$ cat config.mk
export PLATFORM = sky130hd
export DESIGN_NAME = dm_port_arbiter
export DESIGN_NICKNAME = d
export VERILOG_FILES = /design/src/rtl/dm_port_arbiter.sv
export SDC_FILE = /design/constraint.sdc
export NUM_CORES = 1
export LEC_CHECK = 0
export CAP_MARGIN = 20
export CORE_AREA = 2 2 119 121
export CTS_CLUSTER_SIZE = 20
export DETAILED_ROUTE_END_ITERATION = 10
export DIE_AREA = 0 0 121 123
export PLACE_DENSITY = 0.8
export SYNTH_ARGS = -nofsm -noshare
export SYNTH_HDL_FRONTEND = slang
export SYNTH_SLANG_ARGS = --single-unit
$ cat constraint.sdc
create_clock -name clock -period 2.04 [get_ports clock]
set_clock_uncertainty 0.1 [all_clocks]
set_input_delay 0.306 -clock clock [delete_from_list [all_inputs] [get_ports clock]]
set_output_delay 0.306 -clock clock [all_outputs]
set_load 0.01 [all_outputs]
$ cat src/rtl/dm_port_arbiter.sv
// dm_port_arbiter
// Arbitrates the single data-memory port between the pipeline MEM stage and
// the debug/loader port, and sequences one registered request/ready access
// at a time. A saturating starvation counter lets the debug port win once
// the MEM stage has beaten it STARVE_LIMIT times in a row.
//
// Ports
//   clock, reset           rising-edge clock, async active-low reset
//   mem*                   MEM stage request, held until memStall falls;
//                          memStall/memRData are combinational
//   dbg*                   debug word request, held until dbgDone;
//                          dbgGnt/dbgDone are one-cycle pulses
//   dm*                    registered request to memory, dmRData/dmReady back
module dm_port_arbiter #(
   parameter int unsigned STARVE_LIMIT = 8
) (
   input  logic        clock,
   input  logic        reset,
   input  logic        memReq,
   input  logic        memWe,
   input  logic [31:0] memAddr,
   input  logic [31:0] memWData,
   input  logic [3:0]  memByteEn,
   output logic [31:0] memRData,
   output logic        memStall,
   input  logic        dbgReq,
   input  logic        dbgWe,
   input  logic [31:0] dbgAddr,
   input  logic [31:0] dbgWData,
   output logic        dbgGnt,
   output logic        dbgDone,
   output logic [31:0] dbgRData,
   output logic        dmReq,
   output logic        dmWe,
   output logic [31:0] dmAddr,
   output logic [31:0] dmWData,
   output logic [3:0]  dmByteEn,
   input  logic [31:0] dmRData,
   input  logic        dmReady
);

   localparam int unsigned CNT_W = $clog2(STARVE_LIMIT + 1);

   localparam logic [1:0] IDLE     = 2'd0;
   localparam logic [1:0] BUSY_MEM = 2'd1;
   localparam logic [1:0] BUSY_DBG = 2'd2;

   logic [1:0]       state;
   logic [1:0]       state_nxt;
   logic [CNT_W-1:0] starve_cnt;
   logic             grant_mem_c;
   logic             grant_dbg_c;
   logic             starve_inc_c;
   logic             done_c;

   // Word alignment drops the byte offset bits of both requesters.
   logic unused_addr_lsbs;
   assign unused_addr_lsbs = ^{memAddr[1:0], dbgAddr[1:0]};

   // State register
   always_ff @(posedge clock or negedge reset) begin
      if (!reset) begin
         state <= IDLE;
      end else begin
         state <= state_nxt;
      end
   end

   // Arbitration and completion decode
   always_comb begin
      state_nxt    = state;
      grant_mem_c  = 1'b0;
      grant_dbg_c  = 1'b0;
      starve_inc_c = 1'b0;
      done_c       = 1'b0;
      case (state)
         IDLE: begin
            if (dbgReq && (starve_cnt == CNT_W'(STARVE_LIMIT))) begin
               grant_dbg_c = 1'b1;
               state_nxt   = BUSY_DBG;
            end else if (memReq) begin
               grant_mem_c  = 1'b1;
               starve_inc_c = dbgReq;
               state_nxt    = BUSY_MEM;
            end else if (dbgReq) begin
               grant_dbg_c = 1'b1;
               state_nxt   = BUSY_DBG;
            end
         end
         BUSY_MEM, BUSY_DBG: begin
            if (dmReady) begin
               done_c    = 1'b1;
               state_nxt = IDLE;
            end
         end
         default: state_nxt = IDLE;
      endcase
   end

   // Memory-side request registers: load at grant, drop strobes at completion
   always_ff @(posedge clock or negedge reset) begin
      if (!reset) begin
         dmReq    <= 1'b0;
         dmWe     <= 1'b0;
         dmAddr   <= 32'h0;
         dmWData  <= 32'h0;
         dmByteEn <= 4'h0;
      end else if (grant_mem_c) begin
         dmReq    <= 1'b1;
         dmWe     <= memWe;
         dmAddr   <= {memAddr[31:2], 2'b00};
         dmWData  <= memWData;
         dmByteEn <= memByteEn;
      end else if (grant_dbg_c) begin
         dmReq    <= 1'b1;
         dmWe     <= dbgWe;
         dmAddr   <= {dbgAddr[31:2], 2'b00};
         dmWData  <= dbgWData;
         dmByteEn <= 4'b1111;
      end else if (done_c) begin
         dmReq    <= 1'b0;
         dmWe     <= 1'b0;
         dmByteEn <= 4'h0;
      end
   end

   // Debug handshake pulses and captured read data
   always_ff @(posedge clock or negedge reset) begin
      if (!reset) begin
         dbgGnt   <= 1'b0;
         dbgDone  <= 1'b0;
         dbgRData <= 32'h0;
      end else begin
         dbgGnt  <= grant_dbg_c;
         dbgDone <= done_c && (state == BUSY_DBG);
         if (done_c && (state == BUSY_DBG) && !dmWe) begin
            dbgRData <= dmRData;
         end
      end
   end

   // Starvation counter: counts debug losses, cleared by any debug grant
   always_ff @(posedge clock or negedge reset) begin
      if (!reset) begin
         starve_cnt <= '0;
      end else if (grant_dbg_c) begin
         starve_cnt <= '0;
      end else if (starve_inc_c && (starve_cnt != CNT_W'(STARVE_LIMIT))) begin
         starve_cnt <= starve_cnt + CNT_W'(1);
      end
   end

   // MEM stage is released in the same cycle its access completes.
   assign memStall = reset & memReq & ~((state == BUSY_MEM) & dmReady);
   assign memRData = dmRData;

endmodule

### Yosys cells after proc, flatten, opt, wreduce, memory -nomap -nowiden

Cells that the tools add are included.

* add/sub/neg operators: 1
* reduce and logical (&&, ||, !) cells: 11
* order comparisons: 0
* eq/ne operators: 6
* $mul: 0
* bitwise logic cells: 4
* mux-type cells: 31
* div/mod/pow operators: 0
* shift operators: 0

Operator list (number)
* 32-bit two-way mux: 4
* 4-bit two-way mux: 5
* 1-bit two-way mux: 17
* 2-bit two-way mux: 4
* 4-bit inequality test (second input constant): 2
* 4-bit by 1-bit adder with 4-bit output (second input constant): 1
* 4-bit == test (second input constant): 1
* 1-bit logical AND: 4
* 2-bit case mux with 2 select lines: 1
* 2-bit nonzero test: 2
* 1-bit AND: 3
* 3-bit nonzero test: 1
* 2-bit by 1-bit == test with 1-bit output (second input constant): 1
* 2-bit == test (second input constant): 1
* 2-bit zero test: 1
* 2-bit inequality test (second input constant): 1
* 2-bit AND reduction: 1
* 2-bit OR reduction: 1
* 1-bit zero test: 1
* 1-bit inverter: 1

* bits in read-only memories: 0
* output and inout bits: 137
* input port bits: 171
* register bits: 110
* memories kept: 0
* bits in writable memories: 0
* word-level logic and storage cells: 63
* bits in latches: 0

### Depth between registers and ports, before layout

Gate-level depths: netlist (run 1).

* depth after elaboration: 7
* depth in mapped cells: 8
* depth with buffers taken out: 6

### Worst setup path after synthesis (run 1)

No wires, ideal clock.

* path kind: reg-to-reg
* from: register state[0]
* to: register dmAddr[10]
* path slack: 0.323 ns
* data required time: 1.817 ns
* buffers on the path: 3
* clock period less this slack: 1.717 ns
* arrival time: 1.494 ns
* library setup time: 0.123 ns
* cell stages (with the launch flop): 9
* cell sequence: dfrtp_1 -> inv_1 -> ha_1 -> buf_2 -> o21ai_1 -> buf_2 -> buf_1 -> nand2b_1 -> o221a_1

* longest elaborated chain between the ends: 3
* elaborated cells between the ends (all ways): 5
* those cells by class: 3 x mux; 2 x reduce/logical

RTL lines
* from (decl): line 48 `logic [1:0] state;`
* from (signal assigned): line 65 `state <= state_nxt;`
* 2-bit zero test *: line 76 `case (state)`
* 1-bit two-way mux: line 76
* 32-bit two-way mux or 2-bit nonzero test (tied branches)
* to (signal assigned): line 111 `dmAddr <= {memAddr[31:2], 2'b00};`
* to (signal assigned): line 117 `dmAddr <= {dbgAddr[31:2], 2'b00};`
* to (decl): line 35 `output logic [31:0] dmAddr,`

Mark *: on every way between the ends. The rest lies on a longest branch, timed or not.
A chain may end at the register's enable or synchronous reset.

### Worst setup path in the final report (run 1)

* from: register state[0]
* to: register dmByteEn[3]

* longest elaborated chain between the ends: 4
* elaborated cells between the ends (all ways): 10
* those cells by class: 2 x eq/ne; 5 x mux; 3 x reduce/logical

RTL lines
* 2-bit == test, or another cell as far along: line 76
* 2-bit OR reduction or 1-bit two-way mux (tied branches): line 76
* 1-bit two-way mux or 4-bit two-way mux (tied branches): line 76, 114
* 3-bit nonzero test (no source line) or 4-bit two-way mux (tied branches)
* to (signal assigned): line 113 `dmByteEn <= memByteEn;`
* to (decl): line 37 `output logic [3:0] dmByteEn,`

Several ways; a longest one is shown, not always the timed one.

==> impl_metrics.yaml, run 1 <==
worst_hold_path:
  hp-class: "reg -> reg"
route:
  wl_per_cell_um: 18.33
  drtAntennaViolNets: 0
  drt_first_pass_iters: 4
  wl_um: 15270
  via_per_inst: 5.059
  dr_wl_met2_um: 7796
  top_layer: "met4"
  drc: 0
  route.met3.wl_um: 1248
  via_count: 4214
  m1WireLength_um: 5902
  drtIter0Drc: 176
placed_design:
  port_buffers: 301
  gp_congestion: 0.7748
  dp_hpwl_um: 11370
clocking:
  cts_root_buffer: "clkbuf_16"
  clock_path_buffers: 2
  htreeDepth: 3
  clk_pin_slew_ps: 70
  cts.sinks: 108
  numCtsBuffers: 9
  post_cts_buffers: 0
  cts_tree: "yes"
  clk-insertion-delay-late_ps: 340
global_route:
  grt_max_degree: 109
  antenna_found_initial: 0
  globalRouteOverflowTotal: 0
  grt_pass1_vias: 4369
  grt_pass1_wl_um: 22880
  grt.total_usage_pct: 19.68
yosys:
  synth-seq-cells: 108
  ys_seq_area_share_pct: 54.49
  synth_warnings: 0
  synth.top_cell.area_share_pct: 54.49
  synthCells: 382
  synth_area_um2: 4960
  synth_area_leaders: "dfrtp_1 (54%), o221a_1 (14%), nand2b_1 (7.9%)"
  yosysTopAreaCell: "dfrtp_1"
  yosysUniqueCellTypes: 33
  syn_avg_cell_area_um2: 12.98
final_layout:
  antenna_cells: 0
  nNetsFinal: 825
  layout_commonest_cell: "clkdlybuf4s50_1"
  drive_gt1_share_pct: 10.26
  fillCellCount: 1076
  area_growth_pct: 68.06
  layout_common_cells: "clkdlybuf4s50_1 (299), dfrtp_1 (108), nand2b_1 (63)"
timing:
  setup_viol: 0
  timing.fmax_mhz: 538.0
  max_slew_margin_pct: 61.63
  layout_min_cycle_time_ps: 1859
  worst_pin_slew_ps: 575.5
  maxSlewViolCount: 0
  rsz0062_at_grt: "false"
  period_share_pct: 91.11
  hold_violations: 0
  fin_tns_setup_ps: 0
die:
  core_region_area_um2: 13610
  die_h_um: 123
  ios: 308
  initial_core_util_pct: 36.44
  rows: 43
  die_area_um2: 14880
  fp.dieW_um: 121
worst_setup_path:
  cp_max_fo: 6
  start_kind: "flop"
  crit_family: "flip-flops"
  cpPeakStageDelay_ps: 410
  slowest_stage: "dfrtp_1"
  arrival_ps: 1980
  required_ps: 2160
  cp-end-kind: "flop"
  cp_num_buf_inv: 2
  path_class: "reg -> reg"
  crit_chain: "inv_1 -> ha_1 -> buf_4 -> o21ai_4 -> and2_1 -> a221o_1"
outcome:
  run_status: "finished clean"
power_and_ir_drop:
  p_per_area_nw_per_um2: 1383
  leakage_nw: 3.350
  finalPower_mw: 11.53
  vdd_ir_drop_max_uv: 621.7
job:
  maxCapViolCount: 0
[flip-flops by register name, summed over array words and instances, names as in the netlist]
signal / count
dbgDone: 1
dbgGnt: 1
dbgRData: 32
dmAddr: 30
dmByteEn: 4
dmReq: 1
dmWData: 32
dmWe: 1
starve_cnt: 4
state: 2
[worst min-delay path, stage by stage, from the launching register on]
cell     delay, ps
dfrtp_1        340
nand2_1         50
nand2_1         60
[routing by layer]
metal,up-vias,track usage (%)
met5,-,0
met4,0,7.485
met3,21,4.290
met2,245,35.01
li1,1905,-
met1,2043,23.26
[cell usage after synthesis]
library cell,n
nand4_1,1
nand2_1,7
or3_1,1
nand3b_4,1
nand2_2,1
and2_1,3
buf_2,11
nand3_1,4
o221a_1,60
nand4b_1,2
a22o_1,3
o31ai_1,1
o221a_2,2
buf_1,5
ha_1,5
o21ai_1,1
conb_1,1
mux2_2,32
and3_1,2
a41oi_1,1
a21o_1,1
a2bb2oi_1,1
nand2b_1,63
inv_1,8
and3b_1,1
a221o_1,4
buf_6,7
a21oi_1,4
dfrtp_1,108
clkbuf_1,2
o21ai_0,4
o22ai_1,1
buf_4,34
[path summary, 6_finish.rpt]
kind | cells past startpoint | start | to | slack [ps]
setup reg to reg | 6 | state[0] | dmByteEn[3] | 180
hold reg to reg | 2 | dmReq | dmReq | 380
hold / removal | 2 | dmReq | dmReq | 380
max in group asynchronous | 3 | reset | dmWData[19] | 900
setup / recovery | 6 | state[0] | dmByteEn[3] | 180
min in group asynchronous | 3 | reset | dmAddr[30] | 500
[area by class of cell]
class	count	area (µm²)	share of cell area [%]
timing repair buffer	314	3209	38.50
sequential	108	2703	32.42
multi-input combinational	208	1833	21.99
clock buffer	12	266.5	3.197
tap	180	225.2	2.702
clock inverter	3	68.82	0.8256
inverter	8	30.03	0.3603
[through the flow]
| step | instance area, µm² | std cells | hold WS, ps | util [%] | worst slack, ps |
|---|---|---|---|---|---|
| after floorplan | 4964 | 383 | -89.59 | - | 322.8 |
| after global placement | 7991 | 817 | 343.2 | 58.71 | 130.1 |
| after detailed placement | 7991 | 817 | 363.9 | 58.71 | 49.67 |
| after CTS | 8335 | 833 | 387.9 | 61.24 | 160.3 |
| after global routing | 8335 | 833 | 428.5 | 61.24 | 112.4 |
| final | 8335 | 833 | 382.6 | 61.24 | 181.4 |
[kinds of logic (layout without fill, tap and decap cells)]
kind of cell,count (synthesis),in the layout,synth area share (%)
adder cells (fa/ha/maj),5,5,1.261
multiplexers,32,32,7.265
buffers and inverters,67,337,8.981
other,1,2,0.07561
AO/OA/AOI/OAI,83,83,17.10
flip-flops,108,108,54.49
AND/OR/NAND/NOR,86,86,10.82
[repair_timing]
| item | CTS | global route |
|---|---|---|
| setup endpoints to repair | 1 | 0 |
| gates resized for setup | 1 | 0 |
| hold buffers | 1 | 0 |
| endpoints found under the hold margin | 43 | 0 |
[report_power, final]
group          internal (mW)  switching (mW)
combinational           3.52            2.33
clock                   1.17           0.760
sequential              3.17           0.567
total                   7.87            3.66
No activity file was read; power rests on OpenSTA's default activity.
==> run 2, diff against run 1 <==
CORE_AREA = default   (was 2 2 119 121)
CORE_MARGIN = 2   (was default)
CORE_UTILIZATION = 37   (was default)
DIE_AREA = default   (was 0 0 121 123)
PLACE_DENSITY = 0.81   (was 0.8)
TNS_END_PERCENT = 10   (was default)
==> run 2 against run 1 <==
Compared with the run above: non-clock buffer count did not move; sequential share of layout area rose by 0.26 points; critical path depth did not move; combinational power barely moved; critical endpoint is now dmByteEn[2]; critical path type unchanged.
==> impl_metrics.yaml, run 2 (same netlist as run 1, synthesis figures left out) <==
clocking:
  cts.sinks: 108
  cts_tree: "yes"
  clk_pin_slew_ps: 70
  htreeDepth: 3
  clock_path_buffers: 2
  cts_root_buffer: "clkbuf_16"
  cts-hold-fix-buffers: 0
  post_cts_buffers: 0
  clk-insertion-delay-late_ps: 350
  numCtsBuffers: 9
final_layout:
  layout_commonest_cell: "clkdlybuf4s50_1"
  utilization_pct: 62.70
  layout_common_cells: "clkdlybuf4s50_1 (299), dfrtp_1 (108), nand2b_1 (63)"
  register_area_um2: 2703
  drive_gt1_share_pct: 10.40
  antenna_cells: 0
  final_cell_area_um2: 8270
  fillCellCount: 1007
  largestRegisters: "dbgRData (32), dmWData (32), dmAddr (30)"
  area_growth_pct: 66.75
  nNetsFinal: 825
  multi_input_area_um2: 1833
worst_setup_path:
  crit_chain: "inv_1 -> ha_1 -> buf_4 -> o21ai_4 -> and2_1 -> a221o_1"
  r2r-start: "state[0]"
  reg2reg_depth: 6
  slowest_stage: "dfrtp_1"
  cpPeakStageDelay_ps: 410
  arrival_ps: 2000
  crit_family: "flip-flops"
  cp_max_fo: 8
  r2r_end: "dmByteEn[2]"
  crit_path_start: "state[0]"
  start_kind: "flop"
  path_class: "reg -> reg"
  required_ps: 2170
  cp-end-kind: "flop"
  cp_num_buf_inv: 2
  r2r_setup_slack_ps: 160
global_route:
  globalRouteOverflowTotal: 0
  grt_pass1_wl_um: 23290
  grt.total_usage_pct: 20.68
  grt_pass1_vias: 4419
  grt_max_degree: 56
  antenna_found_initial: 0
timing:
  period_share_pct: 92.03
  hold_violations: 0
  timing.final.ws_setup_ps: 162.7
  worst_pin_slew_ps: 698.3
  max_slew_margin_pct: 53.45
  maxSlewViolCount: 0
  layout_min_cycle_time_ps: 1877
  rsz0062_at_grt: "false"
  setup_viol: 0
  timing.fmax_mhz: 532.7
  fin_tns_setup_ps: 0
placed_design:
  dp_hpwl_um: 11360
  placedInstanceArea_um2: 7981
  port_buffers: 301
  gp_congestion: 0.8094
  dp_slack_ps: 79.16
die:
  rows: 42
  die_h_um: 119.8
  ios: 308
  fp.dieW_um: 119.8
  initial_core_util_pct: 37.60
  die_area_um2: 14350
  core_region_area_um2: 13190
worst_hold_path:
  hp-class: "in -> async"
route:
  wl_per_cell_um: 18.13
  drtAntennaViolNets: 0
  drtIter0Drc: 196
  drt_first_pass_iters: 4
  wl_um: 15050
  drc: 0
  via_count: 4137
  via_per_inst: 4.984
job:
  maxCapViolCount: 0
power_and_ir_drop:
  leakage_nw: 3.319
  vdd_ir_drop_max_uv: 638.0
  finalPower_mw: 11.25
  p_per_area_nw_per_um2: 1360
outcome:
  run_status: "finished clean"
==> run 2: repair_timing <==
action / CTS / global route
setup endpoints to repair: 1 / 0
gates resized for setup: 1 / 0
hold endpoints to repair: 0 / 0
==> run 2: area by class of cell <==
| cell class | instances | share of cell area [%] |
|---|---|---|
| clock inverters | 3 | 0.2421 |
| well taps | 176 | 2.663 |
| inverters | 8 | 0.3631 |
| flip-flops and latches | 108 | 32.68 |
| multi-input cells | 208 | 22.16 |
| clock buffers | 13 | 3.268 |
| repair buffers | 314 | 38.62 |
==> run 2: through the flow <==
| stage | std cells | hold WS (ps) |
|---|---|---|
| after global placement | 814 | 360.4 |
| after floorplan | 383 | -89.59 |
| after detailed placement | 814 | 376.9 |
| after global routing | 830 | 100.1 |
| after CTS | 830 | 62.17 |
| final | 830 | 23.21 |
==> run 2: per-layer routing <==
layer / GRT usage [%] / vias up / share of wire [%]
met5: 0 / - / 0
met4: 7.059 / 0 / 1.8
met3: 5.371 / 18 / 8.0
met2: 36.93 / 204 / 51
met1: 24.03 / 2012 / 39
li1: - / 1903 / -
==> run 2: where the power goes <==
part           internal (mW)  switching, mW  total [mW]  leakage, nW
Combinational           3.52           2.31        5.83         1.93
Clock                  0.927          0.763        1.69        0.138
Sequential              3.17          0.556        3.73         1.25
==> run 2: how the worst max path moves through the flow <==
stage                       end  slack (ps)  cells past startpoint
CTS                 dmByteEn[2]         160                      6
global route        dmByteEn[2]          60                      6
global placement      dmAddr[6]         110                      6
floorplan            dmAddr[10]         320                      8
finish              dmByteEn[2]         160                      6
detailed placement  dmWData[28]          80                      6
==> patch, RTL diff (settings of run 2) <==
`STARVE_LIMIT`: 8 -> 16.
--- a/src/rtl/dm_port_arbiter.sv
+++ b/src/rtl/dm_port_arbiter.sv
@@ -13,5 +13,5 @@
 //   dm*                    registered request to memory, dmRData/dmReady back
 module dm_port_arbiter #(
-   parameter int unsigned STARVE_LIMIT = 8
+   parameter int unsigned STARVE_LIMIT = 16
 ) (
    input  logic        clock,
Function: no difference found for any inputs over 10 cycles, from zero or initial values and one cycle with reset low; that may be too few to reach the edited logic, so the function may still have changed.
==> patch against run 2 <==
Wire length is 29% higher. Power increased by 0.27%. Cell area rose by 9.2%. Sequential cell count rose by 1. Utilization shrank 3.1 points. Synthesized area up 15%. Non-clock buffer count grew 18. Fmax is 7.9% lower. Combinational power about the same. Setup slack got worse by 0.16 ns. Worst hold slack improved by 0.35 ns. Largest cell class unchanged.
==> patch: results (changes against run 2) <==
metric,value,unit,change
internal_power,7.24,mW,was 7.62 mW
worst-endpoint-arrival,2.16,ns,was 2.00 ns
viasPerCell,5.66,,was 4.98
hold_class,in -> reg,,was in -> async
clock_insertion_delay_worst_skew,0.35,ns,about the same
dr.first_iter.drc_count,291,,was 196
synth.cells.most_frequent,"a2111oi_0, dfrtp_1, nor2_1, nor3_1, clkbuf_1",,"was dfrtp_1, nand2b_1, o221a_1, buf_4, mux2_2"
timing.critical_path.max_delay_family,compound AO/OA/AOI/OAI gates,,was flip-flops
avgRoutedWirePerCell,19.7,um,was 18.1 um
synth_seq_area_share,47.8,%,was 54.5%
wire_length_of_the_first_global_routing_pass,29.7,mm,was 23.3 mm
run_status,"complete, no violations",,unchanged
post_synth_num_cell_types,35,,was 33
post_synth_main_area_contributors,"dfrtp_1, a2111oi_0, mux2_2, nor3_1, buf_4",,"was dfrtp_1, o221a_1, nand2b_1, mux2_2, buf_4"
vias_in_the_first_global_route,5536,,"was 4,419"
nets,968,,was 825
synth-xor-area-share,0,%,unchanged
n_fill_cell,1283,,"was 1,007"
largest_net_degree_at_the_start_of_global_routing,110,,was 56
synth_adder_area_share,1.10,%,was 1.26%
layout-drive-gt1-share,11.2,%,was 10.4%
track_usage,23.2,%,was 20.7%
power.static_leakage,3.33,nW,was 3.32 nW
cpMaxStageDelayCell,a2111oi_0,,was dfrtp_1
post-dp-hpwl,13.5,mm,was 11.4 mm
crit_path_max_fanout,18,,was 8
place_congestion,0.790,,was 0.809
multiplexer_share_of_the_synthesized_area,6.31,%,was 7.27%
peakVddDrop,0.620,mV,was 0.638 mV
synth_compound_area_share,22.2,%,was 17.1%
-- patch: cell count changes after synthesis, moves of 3 or more --
cell and change:
clkbuf_1 +45, nor2_1 +62, a22o_1 -3, o221a_1 -60, inv_2 +3, nor3_1 +62
buf_1 -5, nand2b_1 -60, a2111oi_0 +124
-- patch: power by group through the flow --
stage	combinational (mW)	sequential [mW]	clock, mW
6_report	5.84	3.73	1.71
3_5_place_dp	5.84	3.77	0
5_1_grt	6.33	3.85	1.84
4_1_cts	5.86	3.73	1.77
2_1_floorplan	2.17	4.22	0
3_3_place_gp	5.76	3.72	0
-- patch: layout make-up --
cell class | count | area, um^2 | area share, %
tap | 188 | 235 | 2.60
timing repair buffer | 332 | 3360 | 37.2
clock inverter | 5 | 43.8 | 0.485
sequential | 109 | 2730 | 30.2
multi-input combinational | 330 | 2390 | 26.5
inverter | 10 | 37.5 | 0.416
clock buffer | 10 | 239 | 2.65
-- patch: cells by family after synthesis --
group | after synthesis
buf+inv | 110
flops | 109
other cells | 1
fa+ha+maj | 5
simple gates | 143
compound gates | 148
mux | 32
-- patch: routing by layer --
layer	GRT usage (%)	wire length [um]	share of wire, %
met2	39.9	9780	50
met1	27.4	7650	39
met3	7.55	1550	8.0
met5	0	0	0
met4	7.89	437	2.3
-- patch: path summary, 6_finish.rpt --
| path | startpoint | endpoint | slack [ns] | cells past startpoint |
|---|---|---|---|---|
| worst max-delay path | starve_cnt[0] | dmAddr[25] | 0.001 | 7 |
| worst min-delay path | dbgReq | dmWData[9] | 0.37 | 3 |
| worst max register to register | starve_cnt[0] | dmAddr[25] | 0.001 | 7 |
| worst min register to register | dmReq | dmReq | 0.39 | 1 |
| max in group asynchronous | reset | dmWData[17] | 0.90 | 3 |
| min in group asynchronous | reset | dmAddr[20] | 0.49 | 3 |
-- patch: through the flow --
stage	cells	setup slack (ns)	cell area (um^2)	utilization, %	setup TNS [ns]
floorplan	549	0.246	5710	-	0
CTS	984	0.0363	9010	59.5	0
global placement	968	0.0998	8720	57.5	0
detailed placement	968	0.0633	8720	57.5	0
global route	984	-0.0384	9030	59.6	-0.475
finish	984	0.00129	9030	59.6	0
-- patch: worst register-to-register path, delay by kind of cell, from the launching register on --
family	cells	cell delay [ns]
AO/OA/AOI/OAI	1	0.53
adder cells (fa/ha/maj)	1	0.20
buffers and inverters	3	0.41
flip-flops	1	0.38
AND/OR/NAND/NOR	2	0.28
-- patch: what timing repair did --
item	in CTS	in global routing
hold endpoints to repair	109	0
hold buffers	1	0
gates resized for setup	1	15
endpoints found under the setup margin	1	29
gates cloned	0	0
setup buffers	0	0
